## src/rtl/trunc_avg_sequencer_if.sv

```systemverilog
// Bundle between the averaging sequencer, the register-file read/write ports and the shared truncated adder.
// Latency: none, wires only.
// Backpressure: wr_ready exists only with TRUNC_SEQ_STALL_EN defined; otherwise writes are always taken.
interface trunc_avg_sequencer_if #(
    parameter int ADDR_W = 4
);
    logic                     start;
    logic [ADDR_W:0]          len;
    logic                     round;
    logic                     busy;
    logic                     done;
    logic                     rd_en;
    logic [ADDR_W-1:0]        rd_addr;
    logic signed [7:0]        a_data;
    logic signed [7:0]        b_data;
    logic signed [7:0]        add_a;
    logic signed [7:0]        add_b;
    logic                     add_c0;
    logic signed [7:0]        add_sum;
    logic                     wr_en;
    logic [ADDR_W-1:0]        wr_addr;
    logic signed [7:0]        wr_data;
`ifdef TRUNC_SEQ_STALL_EN
    logic                     wr_ready;
`endif

    // Sequencer side.
    modport master (
`ifdef TRUNC_SEQ_STALL_EN
        input  wr_ready,
`endif
        input  start, len, round, a_data, b_data, add_sum,
        output busy, done, rd_en, rd_addr, add_a, add_b, add_c0,
        output wr_en, wr_addr, wr_data
    );

    // Register file / adder / command source side.
    modport slave (
`ifdef TRUNC_SEQ_STALL_EN
        output wr_ready,
`endif
        output start, len, round, a_data, b_data, add_sum,
        input  busy, done, rd_en, rd_addr, add_a, add_b, add_c0,
        input  wr_en, wr_addr, wr_data
    );
endinterface

```

## src/rtl/trunc_avg_sequencer.sv

```systemverilog
// Element-wise truncated average of two signed 8-bit vectors via an external adder; optional stall build macro TRUNC_SEQ_STALL_EN.
// Latency: 3 cycles rd_en -> wr_en per element, 1 element/cycle, done N+4 cycles after start is sampled.
// Backpressure: none by default; with TRUNC_SEQ_STALL_EN, wr_ready low freezes reads, operands and writes, a skid entry holds in-flight read data.
module trunc_avg_sequencer #(
    parameter int MAX_LEN = 16,
    parameter int ADDR_W  = 4
) (
    input  logic                  clk,
    input  logic                  rst_n,
    trunc_avg_sequencer_if.master bus
);
    typedef enum logic [1:0] {
        IDLE  = 2'd0,
        RUN   = 2'd1,
        DRAIN = 2'd2,
        DONE  = 2'd3
    } state_t;

    localparam logic [ADDR_W:0] MAX_CNT = (ADDR_W+1)'(MAX_LEN);

    state_t                state_q, state_d;
    logic [ADDR_W:0]       cnt_q;
    logic [ADDR_W:0]       len_clamped;
    logic [ADDR_W:0]       last_idx;
    logic                  round_q;
    logic [ADDR_W-1:0]     issue_idx_q;
    logic                  rd_issue;
    logic                  start_acc;
    logic                  last_issue;
    logic                  last_write;
    logic                  stall;
    logic                  wr_acc;

    logic                  rd_vld_q;
    logic [ADDR_W-1:0]     rd_idx_q;

    logic                  s2_vld;
    logic signed [7:0]     s2_a, s2_b;
    logic [ADDR_W-1:0]     s2_idx;

    logic                  op_vld_q;
    logic [ADDR_W-1:0]     op_idx_q;
    logic signed [7:0]     add_a_q, add_b_q;

    logic                  wr_en_q;
    logic [ADDR_W-1:0]     wr_addr_q;
    logic signed [7:0]     wr_data_q;

    assign len_clamped = (bus.len > MAX_CNT) ? MAX_CNT : bus.len;
    assign last_idx    = cnt_q - (ADDR_W+1)'(1);
    assign last_issue  = ({1'b0, issue_idx_q} == last_idx);
    assign last_write  = wr_acc && ({1'b0, wr_addr_q} == last_idx);

`ifdef TRUNC_SEQ_STALL_EN
    assign stall  = wr_en_q & ~bus.wr_ready;
    assign wr_acc = wr_en_q & bus.wr_ready;
`else
    assign stall  = 1'b0;
    assign wr_acc = wr_en_q;
`endif

    // Next-state and read-issue decode; reads pause whenever the write stage is stalled.
    always_comb begin
        state_d   = state_q;
        rd_issue  = 1'b0;
        start_acc = 1'b0;
        case (state_q)
            IDLE: begin
                if (bus.start) begin
                    start_acc = 1'b1;
                    state_d   = (len_clamped == '0) ? DONE : RUN;
                end
            end
            RUN: begin
                if (!stall) begin
                    rd_issue = 1'b1;
                    if (last_issue) begin
                        state_d = DRAIN;
                    end
                end
            end
            DRAIN: begin
                if (last_write) begin
                    state_d = DONE;
                end
            end
            DONE: begin
                state_d = IDLE;
            end
            default: begin
                state_d = IDLE;
            end
        endcase
    end

    // State register.
    always_ff @(posedge clk or negedge rst_n) begin
        if (!rst_n) begin
            state_q <= IDLE;
        end else begin
            state_q <= state_d;
        end
    end

    // Command latch and read index counter.
    always_ff @(posedge clk or negedge rst_n) begin
        if (!rst_n) begin
            cnt_q       <= '0;
            round_q     <= 1'b0;
            issue_idx_q <= '0;
        end else if (start_acc) begin
            cnt_q       <= len_clamped;
            round_q     <= bus.round;
            issue_idx_q <= '0;
        end else if (rd_issue) begin
            issue_idx_q <= issue_idx_q + ADDR_W'(1);
        end
    end

    // Track which cycle carries returning read data and its element index.
    always_ff @(posedge clk or negedge rst_n) begin
        if (!rst_n) begin
            rd_vld_q <= 1'b0;
            rd_idx_q <= '0;
        end else begin
            rd_vld_q <= rd_issue;
            if (rd_issue) begin
                rd_idx_q <= issue_idx_q;
            end
        end
    end

`ifdef TRUNC_SEQ_STALL_EN
    logic                  skid_vld_q;
    logic signed [7:0]     skid_a_q, skid_b_q;
    logic [ADDR_W-1:0]     skid_idx_q;

    // Park read data that lands while writes are stalled; it is consumed ahead of any newer read.
    always_ff @(posedge clk or negedge rst_n) begin
        if (!rst_n) begin
            skid_vld_q <= 1'b0;
            skid_a_q   <= '0;
            skid_b_q   <= '0;
            skid_idx_q <= '0;
        end else if (stall && rd_vld_q) begin
            skid_vld_q <= 1'b1;
            skid_a_q   <= bus.a_data;
            skid_b_q   <= bus.b_data;
            skid_idx_q <= rd_idx_q;
        end else if (!stall) begin
            skid_vld_q <= 1'b0;
        end
    end
`endif

    // Operand source for the adder stage: skid entry first, else live read data.
    always_comb begin
        s2_vld = rd_vld_q;
        s2_a   = bus.a_data;
        s2_b   = bus.b_data;
        s2_idx = rd_idx_q;
`ifdef TRUNC_SEQ_STALL_EN
        if (skid_vld_q) begin
            s2_vld = 1'b1;
            s2_a   = skid_a_q;
            s2_b   = skid_b_q;
            s2_idx = skid_idx_q;
        end
`endif
    end

    // Adder operand registers; values persist between commands so the adder input stays quiet.
    always_ff @(posedge clk or negedge rst_n) begin
        if (!rst_n) begin
            op_vld_q <= 1'b0;
            op_idx_q <= '0;
            add_a_q  <= '0;
            add_b_q  <= '0;
        end else if (!stall) begin
            op_vld_q <= s2_vld;
            if (s2_vld) begin
                add_a_q  <= s2_a;
                add_b_q  <= s2_b;
                op_idx_q <= s2_idx;
            end
        end
    end

    // Result write stage: capture the adder output verbatim with its element index.
    always_ff @(posedge clk or negedge rst_n) begin
        if (!rst_n) begin
            wr_en_q   <= 1'b0;
            wr_addr_q <= '0;
            wr_data_q <= '0;
        end else if (!stall) begin
            wr_en_q <= op_vld_q;
            if (op_vld_q) begin
                wr_addr_q <= op_idx_q;
                wr_data_q <= bus.add_sum;
            end
        end
    end

    assign bus.busy    = (state_q == RUN) || (state_q == DRAIN);
    assign bus.done    = (state_q == DONE);
    assign bus.rd_en   = rd_issue;
    assign bus.rd_addr = issue_idx_q;
    assign bus.add_a   = add_a_q;
    assign bus.add_b   = add_b_q;
    assign bus.add_c0  = round_q;
    assign bus.wr_en   = wr_en_q;
    assign bus.wr_addr = wr_addr_q;
    assign bus.wr_data = wr_data_q;
endmodule

```

## src/flat_wrapper.sv

```systemverilog
// flat-port wrapper written by rule: the top's interface ports become plain ports
module trunc_avg_sequencer_flat 
#(
    parameter int MAX_LEN = 16,
    parameter int ADDR_W  = 4
)
  (clk, rst_n, bus_start, bus_len, bus_round, bus_a_data, bus_b_data, bus_add_sum, bus_busy, bus_done, bus_rd_en, bus_rd_addr, bus_add_a, bus_add_b, bus_add_c0, bus_wr_en, bus_wr_addr, bus_wr_data);
  trunc_avg_sequencer_if #(.ADDR_W(ADDR_W)) bus_i ();
  input  logic clk;
  input  logic rst_n;
  input wire logic [$bits(bus_i.start)-1:0] bus_start;
  input wire logic [$bits(bus_i.len)-1:0] bus_len;
  input wire logic [$bits(bus_i.round)-1:0] bus_round;
  input wire logic [$bits(bus_i.a_data)-1:0] bus_a_data;
  input wire logic [$bits(bus_i.b_data)-1:0] bus_b_data;
  input wire logic [$bits(bus_i.add_sum)-1:0] bus_add_sum;
  output wire logic [$bits(bus_i.busy)-1:0] bus_busy;
  output wire logic [$bits(bus_i.done)-1:0] bus_done;
  output wire logic [$bits(bus_i.rd_en)-1:0] bus_rd_en;
  output wire logic [$bits(bus_i.rd_addr)-1:0] bus_rd_addr;
  output wire logic [$bits(bus_i.add_a)-1:0] bus_add_a;
  output wire logic [$bits(bus_i.add_b)-1:0] bus_add_b;
  output wire logic [$bits(bus_i.add_c0)-1:0] bus_add_c0;
  output wire logic [$bits(bus_i.wr_en)-1:0] bus_wr_en;
  output wire logic [$bits(bus_i.wr_addr)-1:0] bus_wr_addr;
  output wire logic [$bits(bus_i.wr_data)-1:0] bus_wr_data;
  assign bus_i.start = bus_start;
  assign bus_i.len = bus_len;
  assign bus_i.round = bus_round;
  assign bus_i.a_data = bus_a_data;
  assign bus_i.b_data = bus_b_data;
  assign bus_i.add_sum = bus_add_sum;
  assign bus_busy = bus_i.busy;
  assign bus_done = bus_i.done;
  assign bus_rd_en = bus_i.rd_en;
  assign bus_rd_addr = bus_i.rd_addr;
  assign bus_add_a = bus_i.add_a;
  assign bus_add_b = bus_i.add_b;
  assign bus_add_c0 = bus_i.add_c0;
  assign bus_wr_en = bus_i.wr_en;
  assign bus_wr_addr = bus_i.wr_addr;
  assign bus_wr_data = bus_i.wr_data;
  trunc_avg_sequencer #(.MAX_LEN(MAX_LEN), .ADDR_W(ADDR_W)) u_core (.clk(clk), .rst_n(rst_n), .bus(bus_i));
endmodule
```

## config.mk

```make
export PLATFORM = sky130hd
export DESIGN_NAME = trunc_avg_sequencer_flat
export DESIGN_NICKNAME = d
export VERILOG_FILES = /design/src/rtl/trunc_avg_sequencer_if.sv /design/src/rtl/trunc_avg_sequencer.sv /design/src/flat_wrapper.sv
export SDC_FILE = /design/constraint.sdc
export NUM_CORES = 1
export LEC_CHECK = 0
export CAP_MARGIN = 5
export CORE_MARGIN = 5
export CORE_UTILIZATION = 30
export DETAILED_ROUTE_END_ITERATION = 8
export MAX_ROUTING_LAYER = met4
export SYNTH_ARGS = -nofsm -noshare
export SYNTH_HDL_FRONTEND = slang
export SYNTH_SLANG_ARGS = --single-unit
```

## constraint.sdc

```tcl
create_clock -name clk -period 3.07 [get_ports clk]
set_clock_uncertainty 0.2 [all_clocks]
set_input_delay 0.921 -clock clk [delete_from_list [all_inputs] [get_ports clk]]
set_output_delay 0.921 -clock clk [all_outputs]
set_load 0.05 [all_outputs]
```

==> summary.txt, run 1 <==
CTS
  • Clock buffer depth: 2
  • CTS Sinks: 51
  • Total CTS buffers: 5
  • # hold bufs at CTS: 0
  • H-tree levels: 2
  • Latest clock arrival within the worst-skew pair: 0.30 ns
  • Root Driver: clkbuf_8
  • CTS tree: done
  • Setup Fix Bufs, Post-CTS: 0
  • Post-CTS resize count: 0
  • Clock transition at the registers of the reported paths: 0.10 ns

STA
  • RSZ-0062 raised after global routing: false
  • Setup slack after layout: 0.2706 ns
  • Final Cycle Share: just over 90%
  • F_max: 0.3572 GHz
  • Slew Viols, Final: 0
  • Tightest Pin Transition: roughly 0.9 ns
  • Final hold vios: 0
  • Final setup TNS: 0 ns
  • Final setup fails: 0
  • Rel. slew slack: around two fifths
  • Tmin final: 2.799 ns

Floorplan
  • FP Rows: 31
  • Die Wd: between 90 and 100 um
  • Core area: 0.007253 mm^2
  • Initial core utilization: 30.79%
  • # IOs: 70
  • Die extent in y: ~96 um
  • Total die area: 0.009270 mm^2

Global route
  • Antenna violations before repair: 0
  • GR Overflow Total: 0
  • Largest net degree at the start of global routing: 30
  • Vias in the first global route: roughly 1600
  • First-pass GRT wire length: about 7600 um
  • Gr usage total: between 10% and 20%

Status
  • Status: finished clean

Finish
  • ANT cells: 0
  • Most frequent cells in the layout: clkdlybuf4s50_1 (66), dfrtp_1 (51), mux2_2 (38)
  • Final #Nets: about 280
  • Synthesis-to-finish area growth: 41.46%
  • Most common cell after layout, fill and taps aside: clkdlybuf4s50_1
  • Final std cells w/o fill: between 300 and 400
  • Final Util: 43.56%
  • Layout cells sized above 1: between 20% and 30%

Detailed routing
  • Total wire length: approximately 4700 um
  • Vias: 1490
  • Initial DRC count: 50
  • Number of remaining DRC errors: 0
  • Remaining antenna violation count after routing: 0
  • Vias per inst: 4.435
  • Drt wl/cell: 13.86 um
  • First drt pass iteration count: 3

Setup path
  • R2R depth: 7
  • Worst reg-to-reg setup slack: 0.80 ns
  • Cells along the critical path: clkdlybuf4s50_1
  • Critical path launch point type: register
  • Worst Path Max Fanout: 8
  • Arrival time at the worst endpoint: 1.68 ns
  • Worst path slowest cell: clkdlybuf4s50_1
  • Slowest stage delay, CP: ~0.87 ns
  • Critical Path Sink Type: primary output
  • Buf/Inv on CP: 1
  • WP depth: 1
  • WP data required: 1.95 ns
  • Critical path's top delay family: buffers and inverters
  • Kind of critical path: register to primary output

Place
  • DPL Wire Length: around 3500 um
  • Pre-CTS WS: 0.3481 ns
  • RePlAce Congestion: 0.7420
  • Placed cell count: between 300 and 400
  • IO Port Bufs: 69

Job
  • Max-Cap Viols: 0

Hold path
  • Hold Path Class: register to register
  • Hold depth: 1

Synthesis
  • Yosys reg bits: 51
  • Sequential fraction of the synthesis area: 57.14%
  • Mapped Area: 0.002233 mm^2
  • Post-Syn Instances: 163
  • Avg Inst Size Synth: 13.70 um^2
  • Syn nets: 203
  • Ys Warns: 0
  • Unique cell type count in the Yosys netlist: 30
[flip-flops by register name (all words and copies together) (netlist names)]
register / count
u_core.op_idx_q: 4
u_core.state_q: 2
u_core.rd_idx_q: 4
u_core.bus.wr_addr: 4
u_core.bus.add_a: 8
u_core.op_vld_q: 1
u_core.bus.add_c0: 1
u_core.cnt_q: 5
u_core.rd_vld_q: 1
u_core.bus.rd_addr: 4
u_core.bus.wr_en: 1
u_core.bus.add_b: 8
u_core.bus.wr_data: 8
[per-stage QoR]
step | area (um^2) | hold slack (ns)
after detailed placement | 3043 | 0.2918
final | 3159 | 0.3094
after CTS | 3159 | 0.3091
after global routing | 3159 | 0.3286
after global placement | 3043 | 0.2858
after floorplan | 2233 | 0.1704
[path summary, 6_finish.rpt]
kind                                       start               endpoint
max in group asynchronous                  rst_n    u_core.bus.add_a[0]
min reg2reg                   u_core.rd_idx_q[0]     u_core.op_idx_q[0]
max reg2reg                      u_core.cnt_q[0]      u_core.state_q[0]
min in group asynchronous                  rst_n  u_core.bus.wr_addr[2]
min                           u_core.rd_idx_q[0]     u_core.op_idx_q[0]
max                        u_core.bus.rd_addr[2]         bus_rd_addr[2]
[per-layer routing]
metal	wire length (um)	vias up	global-route usage, %
met5	0	-	-
met4	23	0	3.081
met3	341	5	4.144
met2	2150	40	15.99
met1	2141	733	14.20
li1	-	712	-
[Yosys cell counts]
master | instances | area [um^2]
nand4b_1 | 1 | 8.760
a21oi_2 | 1 | 8.760
ha_1 | 7 | 87.58
inv_1 | 6 | 22.52
a21oi_1 | 6 | 30.03
a31oi_2 | 1 | 12.51
o21ai_0 | 5 | 25.02
and4bb_2 | 1 | 12.51
nand2_1 | 8 | 30.03
mux2i_1 | 2 | 20.02
nand4_1 | 2 | 12.51
nand3b_1 | 1 | 7.510
o211a_1 | 2 | 20.02
nor3_1 | 2 | 10.01
nand2b_1 | 5 | 31.28
nor3_2 | 1 | 10.01
nor2_1 | 2 | 7.510
o31ai_2 | 1 | 12.51
xnor2_1 | 7 | 61.31
and2b_1 | 1 | 7.510
o32a_2 | 1 | 11.26
buf_1 | 1 | 3.750
or2b_1 | 1 | 7.510
xor2_1 | 3 | 26.28
buf_4 | 1 | 7.510
dfrtp_1 | 51 | 1276
or4_1 | 1 | 7.510
mux2_2 | 38 | 427.9
clkbuf_1 | 3 | 11.26
xor2_2 | 1 | 16.27
[layout make-up]
class	instances	area [um^2]
Fill cell	714	4094
Sequential cell	51	1276
Multi-Input combinational cell	101	912.1
Timing Repair Buffer	71	708.2
Tap cell	99	123.9
Clock buffer	5	68.82
Clock inverter	3	47.55
Inverter	6	22.52
[cells by family after synthesis]
kind of cell    synth area share [%]
fa+ha+maj                      3.921
simple gates                   6.835
xor+xnor                       4.650
flops                          57.14
buf+inv                        2.017
mux                            20.06
compound gates                 5.378
Power of run 1 is not shown: default switching activity piles up to over one toggle a cycle in this logic, so the estimate is an artifact.
==> run 2: changes to the inputs <==
--- a/config.mk
+++ b/config.mk
@@ -5,7 +5,8 @@
 export SDC_FILE = /design/constraint.sdc
 export NUM_CORES = 1
 export LEC_CHECK = 0
-export CAP_MARGIN = 5
+export ABC_CLOCK_PERIOD_IN_PS = 3070
+export CAP_MARGIN = 25
 export CORE_MARGIN = 5
 export CORE_UTILIZATION = 30
 export DETAILED_ROUTE_END_ITERATION = 8
==> results of run 2 <==
Same layout as run 1: the final DEF is identical, and so are final timing and power.
Power of run 2 is left out for the same reason.
